`config.mk`:
```
export PLATFORM = sky130hd
export DESIGN_NAME = ft60x_fifo_emu_flat
export DESIGN_NICKNAME = d
export VERILOG_FILES = /design/src/rtl/ft60x_fifo_emu_pkg.sv /design/src/rtl/ft60x_fifo_emu_if.sv /design/src/rtl/ft60x_fifo_emu_usb_sync_fifo.sv /design/src/rtl/ft60x_fifo_emu.sv /design/src/flat_wrapper.sv
export SDC_FILE = /design/constraint.sdc
export NUM_CORES = 1
export LEC_CHECK = 0
export CORE_MARGIN = 3
export CORE_UTILIZATION = 55
export DETAILED_ROUTE_END_ITERATION = 10
export PLACE_DENSITY_LB_ADDON = 0.25
export SYNTH_ARGS = -nofsm -noshare
export SYNTH_HDL_FRONTEND = slang
export SYNTH_SLANG_ARGS = --single-unit
```
`constraint.sdc`:
```
create_clock -name iCLK -period 4.15 [get_ports iCLK]
set_input_delay 0.83 -clock iCLK [delete_from_list [all_inputs] [get_ports iCLK]]
set_output_delay 0.83 -clock iCLK [all_outputs]
set_load 0.01 [all_outputs]
```
`src/rtl/ft60x_fifo_emu_pkg.sv`:
```
// Shared constants for the FT60x 245-mode FIFO emulator.
package ft60x_fifo_emu_pkg;

  localparam int FT_D_BIT           = 16;
  localparam int FT_BE_BIT          = FT_D_BIT / 8;
  localparam int FT_FIFO_DEPTH_LOG2 = 4;

  // Bit positions of the individual protocol-violation causes; kept stable
  // so a future status register can expose them directly.
  localparam int ERR_BIT_RD_NO_OE   = 0;  // RD_N low while OE_N high
  localparam int ERR_BIT_WR_WITH_OE = 1;  // WR_N and OE_N low together
  localparam int ERR_BIT_WR_NO_TXE  = 2;  // write attempted while TXE_N high
  localparam int ERR_BIT_RD_NO_RXF  = 3;  // read attempted while RXF_N high
  localparam int ERR_CAUSES         = 4;

endpackage

```
`src/rtl/ft60x_fifo_emu_if.sv`:
```
// FT60x synchronous FIFO bus as seen between the FPGA master and the emulator.
interface ft60x_fifo_emu_if
  import ft60x_fifo_emu_pkg::*;
#(
  parameter int D_BIT  = FT_D_BIT,
  parameter int BE_BIT = FT_BE_BIT
);

  logic              iOE_N;
  logic              iRD_N;
  logic              iWR_N;
  logic [D_BIT-1:0]  iDATA;
  logic [BE_BIT-1:0] iBE;
  logic [D_BIT-1:0]  oDATA;
  logic [BE_BIT-1:0] oBE;
  logic              oDATA_OE;
  logic              oTXE_N;
  logic              oRXF_N;

  modport master (
    output iOE_N, iRD_N, iWR_N, iDATA, iBE,
    input  oDATA, oBE, oDATA_OE, oTXE_N, oRXF_N
  );

  modport slave (
    input  iOE_N, iRD_N, iWR_N, iDATA, iBE,
    output oDATA, oBE, oDATA_OE, oTXE_N, oRXF_N
  );

endinterface

```
`src/rtl/ft60x_fifo_emu_usb_sync_fifo.sv`:
```
// Synchronous FIFO that also exposes the head word as it will be after
// this cycle's push/pop, so the owner can register it as a zero-latency head.
module usb_sync_fifo
  import ft60x_fifo_emu_pkg::*;
#(
  parameter int W     = FT_D_BIT + FT_BE_BIT,
  parameter int DEPTH = 2 ** FT_FIFO_DEPTH_LOG2
) (
  input  logic                   clk,
  input  logic                   rstN,
  input  logic                   push,
  input  logic [W-1:0]           pushData,
  input  logic                   pop,
  output logic [W-1:0]           headNext,
  output logic [$clog2(DEPTH):0] count,
  output logic [$clog2(DEPTH):0] countNext
);

  localparam int PW = $clog2(DEPTH);

  logic [W-1:0]  mem [DEPTH];
  logic [PW-1:0] rdPtr;
  logic [PW-1:0] wrPtr;
  logic [PW-1:0] rdPtrNext;
  logic [PW:0]   remain;
  logic          doPush;
  logic          doPop;

  assign doPush    = push & (count != (PW+1)'(DEPTH));
  assign doPop     = pop & (count != '0);
  assign countNext = count + (PW+1)'(doPush) - (PW+1)'(doPop);
  assign remain    = count - (PW+1)'(doPop);
  assign rdPtrNext = rdPtr + PW'(doPop);

  // Head after this edge: surviving old word, else the word being pushed, else zero.
  always_comb begin
    headNext = '0;
    if (remain != '0)
      headNext = mem[rdPtrNext];
    else if (doPush)
      headNext = pushData;
  end

  // Pointer and occupancy bookkeeping; pointers wrap naturally at DEPTH.
  always_ff @(posedge clk) begin
    if (!rstN) begin
      rdPtr <= '0;
      wrPtr <= '0;
      count <= '0;
    end else begin
      rdPtr <= rdPtrNext;
      wrPtr <= wrPtr + PW'(doPush);
      count <= countNext;
    end
  end

  // Storage array; contents are don't-care until written.
  always_ff @(posedge clk) begin
    if (doPush)
      mem[wrPtr] <= pushData;
  end

endmodule

```
`src/rtl/ft60x_fifo_emu.sv`:
```
// Device-side emulator of an FT600/FT601 in 245 synchronous-FIFO mode.
module ft60x_fifo_emu
  import ft60x_fifo_emu_pkg::*;
#(
  parameter int D_BIT    = FT_D_BIT,
  parameter int BE_BIT   = FT_BE_BIT,
  parameter int RX_DEPTH = 2 ** FT_FIFO_DEPTH_LOG2,
  parameter int TX_DEPTH = 2 ** FT_FIFO_DEPTH_LOG2
) (
  input  logic              iCLK,
  input  logic              iRST_N,
  ft60x_fifo_emu_if.slave   bus,
  input  logic              iRXF_HOLD,
  input  logic              iTXE_HOLD,
  input  logic [D_BIT-1:0]  iHOST_DATA,
  input  logic [BE_BIT-1:0] iHOST_BE,
  input  logic              iHOST_VALID,
  output logic              oHOST_READY,
  output logic [D_BIT-1:0]  oTX_DATA,
  output logic [BE_BIT-1:0] oTX_BE,
  output logic              oTX_VALID,
  input  logic              iTX_READY,
  output logic [15:0]       oRX_CNT,
  output logic [15:0]       oTX_CNT,
  output logic              oERR
);

  localparam int W   = D_BIT + BE_BIT;
  localparam int RXW = $clog2(RX_DEPTH) + 1;
  localparam int TXW = $clog2(TX_DEPTH) + 1;

  logic [W-1:0]          rxHeadNext;
  logic [W-1:0]          txHeadNext;
  logic [RXW-1:0]        rxCount;
  logic [RXW-1:0]        rxCountNext;
  logic [TXW-1:0]        txCount;
  logic [TXW-1:0]        txCountNext;
  logic                  rxPop;
  logic                  txPush;
  logic                  oeReg;
  logic [ERR_CAUSES-1:0] errCause;

  assign rxPop       = ~bus.iOE_N & ~bus.iRD_N & ~bus.oRXF_N;
  assign txPush      = ~bus.iWR_N & ~bus.oTXE_N;
  assign oHOST_READY = rxCount < RXW'(RX_DEPTH);
  assign oTX_VALID   = txCount != '0;
  // Never drive the shared bus while the master is writing.
  assign bus.oDATA_OE = oeReg & bus.iWR_N;

  // Flag every bus-protocol violation by cause.
  always_comb begin
    errCause                     = '0;
    errCause[ERR_BIT_RD_NO_OE]   = ~bus.iRD_N & bus.iOE_N;
    errCause[ERR_BIT_WR_WITH_OE] = ~bus.iWR_N & ~bus.iOE_N;
    errCause[ERR_BIT_WR_NO_TXE]  = ~bus.iWR_N & bus.oTXE_N;
    errCause[ERR_BIT_RD_NO_RXF]  = ~bus.iRD_N & bus.oRXF_N;
  end

  usb_sync_fifo #(.W(W), .DEPTH(RX_DEPTH)) rxFifo (
    .clk       (iCLK),
    .rstN      (iRST_N),
    .push      (iHOST_VALID),
    .pushData  ({iHOST_DATA, iHOST_BE}),
    .pop       (rxPop),
    .headNext  (rxHeadNext),
    .count     (rxCount),
    .countNext (rxCountNext)
  );

  usb_sync_fifo #(.W(W), .DEPTH(TX_DEPTH)) txFifo (
    .clk       (iCLK),
    .rstN      (iRST_N),
    .push      (txPush),
    .pushData  ({bus.iDATA, bus.iBE}),
    .pop       (iTX_READY),
    .headNext  (txHeadNext),
    .count     (txCount),
    .countNext (txCountNext)
  );

  // Registered bus flags, read head, host-side TX head, counters and sticky error.
  always_ff @(posedge iCLK) begin
    if (!iRST_N) begin
      bus.oRXF_N         <= 1'b1;
      bus.oTXE_N         <= 1'b1;
      oeReg              <= 1'b0;
      {bus.oDATA, bus.oBE} <= '0;
      {oTX_DATA, oTX_BE} <= '0;
      oRX_CNT            <= '0;
      oTX_CNT            <= '0;
      oERR               <= 1'b0;
    end else begin
      bus.oRXF_N         <= (rxCountNext == '0) | iRXF_HOLD;
      bus.oTXE_N         <= (txCountNext == TXW'(TX_DEPTH)) | iTXE_HOLD;
      oeReg              <= ~bus.iOE_N;
      {bus.oDATA, bus.oBE} <= rxHeadNext;
      {oTX_DATA, oTX_BE} <= txHeadNext;
      oRX_CNT            <= oRX_CNT + 16'(rxPop);
      oTX_CNT            <= oTX_CNT + 16'(txPush);
      oERR               <= oERR | (|errCause);
    end
  end

endmodule
```
`src/flat_wrapper.sv`:
```
// flat-port wrapper written by rule: the top's interface ports become plain ports
module ft60x_fifo_emu_flat import ft60x_fifo_emu_pkg::*;
#(
  parameter int D_BIT    = FT_D_BIT,
  parameter int BE_BIT   = FT_BE_BIT,
  parameter int RX_DEPTH = 2 ** FT_FIFO_DEPTH_LOG2,
  parameter int TX_DEPTH = 2 ** FT_FIFO_DEPTH_LOG2
)
  (iCLK, iRST_N, iRXF_HOLD, iTXE_HOLD, iHOST_DATA, iHOST_BE, iHOST_VALID, oHOST_READY, oTX_DATA, oTX_BE, oTX_VALID, iTX_READY, oRX_CNT, oTX_CNT, oERR, bus_iOE_N, bus_iRD_N, bus_iWR_N, bus_iDATA, bus_iBE, bus_oDATA, bus_oBE, bus_oDATA_OE, bus_oTXE_N, bus_oRXF_N);
  ft60x_fifo_emu_if #(.D_BIT(D_BIT), .BE_BIT(BE_BIT)) bus_i ();
  input  logic iCLK;
  input  logic iRST_N;
  input  logic iRXF_HOLD;
  input  logic iTXE_HOLD;
  input  logic [D_BIT-1:0] iHOST_DATA;
  input  logic [BE_BIT-1:0] iHOST_BE;
  input  logic iHOST_VALID;
  output logic oHOST_READY;
  output logic [D_BIT-1:0] oTX_DATA;
  output logic [BE_BIT-1:0] oTX_BE;
  output logic oTX_VALID;
  input  logic iTX_READY;
  output logic [15:0] oRX_CNT;
  output logic [15:0] oTX_CNT;
  output logic oERR;
  input wire logic [$bits(bus_i.iOE_N)-1:0] bus_iOE_N;
  input wire logic [$bits(bus_i.iRD_N)-1:0] bus_iRD_N;
  input wire logic [$bits(bus_i.iWR_N)-1:0] bus_iWR_N;
  input wire logic [$bits(bus_i.iDATA)-1:0] bus_iDATA;
  input wire logic [$bits(bus_i.iBE)-1:0] bus_iBE;
  output wire logic [$bits(bus_i.oDATA)-1:0] bus_oDATA;
  output wire logic [$bits(bus_i.oBE)-1:0] bus_oBE;
  output wire logic [$bits(bus_i.oDATA_OE)-1:0] bus_oDATA_OE;
  output wire logic [$bits(bus_i.oTXE_N)-1:0] bus_oTXE_N;
  output wire logic [$bits(bus_i.oRXF_N)-1:0] bus_oRXF_N;
  assign bus_i.iOE_N = bus_iOE_N;
  assign bus_i.iRD_N = bus_iRD_N;
  assign bus_i.iWR_N = bus_iWR_N;
  assign bus_i.iDATA = bus_iDATA;
  assign bus_i.iBE = bus_iBE;
  assign bus_oDATA = bus_i.oDATA;
  assign bus_oBE = bus_i.oBE;
  assign bus_oDATA_OE = bus_i.oDATA_OE;
  assign bus_oTXE_N = bus_i.oTXE_N;
  assign bus_oRXF_N = bus_i.oRXF_N;
  ft60x_fifo_emu #(.D_BIT(D_BIT), .BE_BIT(BE_BIT), .RX_DEPTH(RX_DEPTH), .TX_DEPTH(TX_DEPTH)) u_core (.iCLK(iCLK), .iRST_N(iRST_N), .bus(bus_i), .iRXF_HOLD(iRXF_HOLD), .iTXE_HOLD(iTXE_HOLD), .iHOST_DATA(iHOST_DATA), .iHOST_BE(iHOST_BE), .iHOST_VALID(iHOST_VALID), .oHOST_READY(oHOST_READY), .oTX_DATA(oTX_DATA), .oTX_BE(oTX_BE), .oTX_VALID(oTX_VALID), .iTX_READY(iTX_READY), .oRX_CNT(oRX_CNT), .oTX_CNT(oTX_CNT), .oERR(oERR));
endmodule
```
==> flow_summary_export.csv <==
group,metric,value,unit
detailed_routing,drt-pass1-iter-count,6,
sta,grt_setup_unrepaired,"no",
setup_path,r2r-start,"u_core.txFifo.count[2]",
setup_path,regToRegSetupSlack,340,ps
power_and_ir_drop,p_leak,10.9,nW
power_and_ir_drop,power.internal,0.0128,W
status,run_status,"finished clean",
cells_and_area,stdcell_count,2960,
cells_and_area,n_fill_cell,3753,
clock_tree,clk_path_buf_depth,3,
sta,hold_viol,0,
sta,slew_headroom,30.6,%
power_and_ir_drop,swShare,28.5,%
synth,synth_compound_area_share,13.6,%
synth,yosys_warnings,0,
power_and_ir_drop,seq_power_share,44.4,%
clock_tree,cts_tree,"done",
sta,period_share,91.7,%
power_and_ir_drop,ir_drop,505,uV
synth,synth_edf_count,576,
setup_path,crit_fanout,10,
grt,grt_pass1_wl,116000,um
synth,synthAdderAreaFrac,1.16,%
cells_and_area,drive_gt1_share,14.6,%
setup_path,worst_setup_path_start_kind,"flip-flop",
setup_path,worstReg2RegEnd,"u_core.oTX_DATA[4]",
cells_and_area,mostFrequentLayoutCell,"edfxtp_1",
grt,grt_pass1_vias,19460,
synth,synth_area_leaders,"edfxtp_1, dfxtp_1, a2111o_1",
setup_path,slowest_delay,770,ps
detailed_routing,wire_per_inst,25.7,um
setup_path,critPathLaunch,"u_core.txFifo.count[2]",
cells_and_area,synthToLayoutAreaGrowth,15.4,%
placement,dp_cells,2831,
sta,final.setup.tns,0,ps
synth,ys_async_sr_fraction,0,%
setup_path,cpMostUsedCell,"ha_1",
placement,numPortBuffers,118,
detailed_routing,drt_wl_total,76000,um
synth,synth_top_area_cell,"edfxtp_1",
floorplan,ioPinCount,119,
synth,synth.distinct_cells,65,
synth,yosys.area_share.simple,10.7,%
sta,skew,35.2,ps
placement,dp_hpwl,43900,um
clock_tree,htree_levels,3,
setup_path,timing_worst_setup_path_type,"flip-flop to flip-flop",
clock_tree,holdBufCountCts,0,
clock_tree,clockRootBuffer,"clkbuf_16",
floorplan,core-area,52800,um2
synth,syn-instance-count,2111,
synth,ys_ff_latch,674,
synth,synthMuxAreaShare,4.95,%
job,maxCapViolations,0,
power_and_ir_drop,powerDensity,525,nW/um2
synth,netlist.area_leader.share,58.7,%
setup_path,cp.arrival,4330,ps
cells_and_area,multiInputGateArea,9490,um2
hold_path,hold_class,"flip-flop to flip-flop",
placement,gp_congestion,0.827,
floorplan,fp-row-count,84,
power_and_ir_drop,power_frac_clock,34.1,%
grt,grt_usage,26.7,%
setup_path,crit_chain,"inv_1 > ha_1 > nor4b_4 > inv_2 > and3_1 > ha_1 > or4bb_1 > a21oi_1 > a211oi_2 > buf_4 > a211oi_1 > a211o_1 > o31ai_1",
detailed_routing,drc,0,
detailed_routing,vias,19624,
clock_tree,cts_sinks,674,
cells_and_area,regArea,19300,um2
setup_path,cp_num_cells,13,
synth,mappedNetlistArea,29400,um2
setup_path,reg2reg_depth,13,
setup_path,end_kind,"flip-flop",
synth,synth_top_family_by_area,"compound AO/OA/AOI/OAI gates",
detailed_routing,routed_via_density,6.63,
power_and_ir_drop,power.switching,0.00508,W
setup_path,critical_path.endpoint,"u_core.oTX_DATA[4]",
sta,worst_pin_slew,1030,ps
floorplan,start_util,55.8,%
clock_tree,cts_resized,0,
floorplan,die_h,237,um
sta,drv_slew,0,
grt,globalRouteOverflowTotal,0,
detailed_routing,drtIter0Drc,2102,
clock_tree,numCtsBuffers,70,
floorplan,die_area,56400,um2
power_and_ir_drop,power_frac_comb,21.5,%
setup_path,cpLargestDelayFamily,"compound AO/OA/AOI/OAI gates",
detailed_routing,antenna_left,0,
synth,syn-mean-instance-area,13.9,um2
synth,synthXorXnorAreaFrac,1.28,%
cells_and_area,final_cell_mix,"edfxtp_1, nand3_1, clkdlybuf4s50_1, o21ai_0, dfxtp_1",
synth,syn_nets,2182,
setup_path,slowest_stage,"a211oi_2",
sta,setup_violations,0,
sta,layout_min_cycle_time,3810,ps
clock_tree,worstSkewPairLatency,610,ps
cells_and_area,nNetsFinal,2286,
clock_tree,postCtsSetupRepairBufs,0,
clock_tree,cts.reportedPaths.clkPinSlew,60,ps
setup_path,critPathBufInv,3,
synth,ys_seq_area_share,65.4,%
grt,grt_max_degree,142,
setup_path,required,4670,ps
synth,ys.flop_type,"edfxtp_1",
sta,max_freq,0.263,GHz
grt,antenna_found_initial,3,
floorplan,die_width,237,um
[worst min path at each step]
stage | start | end | slack, ps | depth (start not counted)
after floorplan | u_core.oERR | u_core.oERR | 500 | 2
after global placement | u_core.oERR | u_core.oERR | 450 | 2
after detailed placement | u_core.oERR | u_core.oERR | 470 | 2
after CTS | u_core.oERR | u_core.oERR | 480 | 2
after global routing | u_core.oERR | u_core.oERR | 510 | 2
final | u_core.oERR | u_core.oERR | 470 | 2
[metrics by stage]
stage	setup WS, ps	util [%]	hold slack, ps	power [W]	area, um2
floorplan	47.1	-	502	0.0105	29400
global placement	185	60.2	453	0.0118	31800
detailed placement	147	60.2	469	0.0119	31800
CTS	343	64.4	482	0.0179	34000
global route	8.71	64.4	509	0.0186	34000
finish	344	64.4	471	0.0178	34000
[cell usage after synthesis, drive strengths merged, types with 11 or more instances]
cell and instances:
a2111o 67, a211oi 17, a21oi 16, a311oi 68
and2 26, and3 23, and3b 67, buf 55
clkbuf 130, dfxtp 98, edfxtp 576, ha 24
inv 19, mux2 62, mux2i 32, mux4 18
nand2 67, nand3 120, nor2 83, nor3 22
nor3b 67, nor4 19, o211ai 83, o21ai 119
o221ai 18, o22ai 18, o311ai 68, o31ai 18
or3 11, xnor2 23, xor2 20
[final cells by class]
| cell class | instances | area share (%) |
|---|---|---|
| Antenna cell | 1 | 0.00736 |
| Clock buffer | 94 | 5.69 |
| Clock inverter | 34 | 0.850 |
| Inverter | 20 | 0.236 |
| Multi-Input combinational cell | 1232 | 27.9 |
| Sequential cell | 674 | 56.7 |
| Tap cell | 688 | 2.53 |
| Timing Repair Buffer | 217 | 6.10 |
[kinds of logic after synthesis]
kind of cell	Yosys count
compound gates	513
mux	112
simple gates	538
flops	674
xor+xnor	43
buf+inv	205
fa+ha+maj	26
[worst min-delay path, cell delays in order (launching register included)]
cell and delay (ps):
dfxtp_1 320, a21oi_1 40, nor2_1 70
[metal layers]
layer	wire length (um)	vias to the layer above	global-route usage, %	share of wire, %
met5	8	-	0	0.011
met4	2980	2	11.1	3.9
met3	5660	203	4.65	7.5
met2	38000	880	45.8	50
met1	29400	9813	34.0	39
li1	-	8726	-	-
[state kept, by name (all words and copies together) (netlist names), 2 cells and up]
name	cells
u_core.bus.oBE	2
u_core.bus.oDATA	16
u_core.oRX_CNT	16
u_core.oTX_BE	2
u_core.oTX_CNT	16
u_core.oTX_DATA	16
u_core.rxFifo.count	5
u_core.rxFifo.mem	288
u_core.rxFifo.rdPtr	4
u_core.rxFifo.wrPtr	4
u_core.txFifo.count	5
u_core.txFifo.mem	288
u_core.txFifo.rdPtr	4
u_core.txFifo.wrPtr	4
[power by group through the flow]
stage	Clock, W	Sequential, W	Combinational [W]
2_1_floorplan	0	0.00805	0.00241
6_report	0.00608	0.00793	0.00384
3_3_place_gp	0	0.00806	0.00373
4_1_cts	0.00617	0.00793	0.00384
3_5_place_dp	0	0.00806	0.00381
5_1_grt	0.00646	0.00796	0.00413
Note: power is estimated with default switching activity, not from simulation.
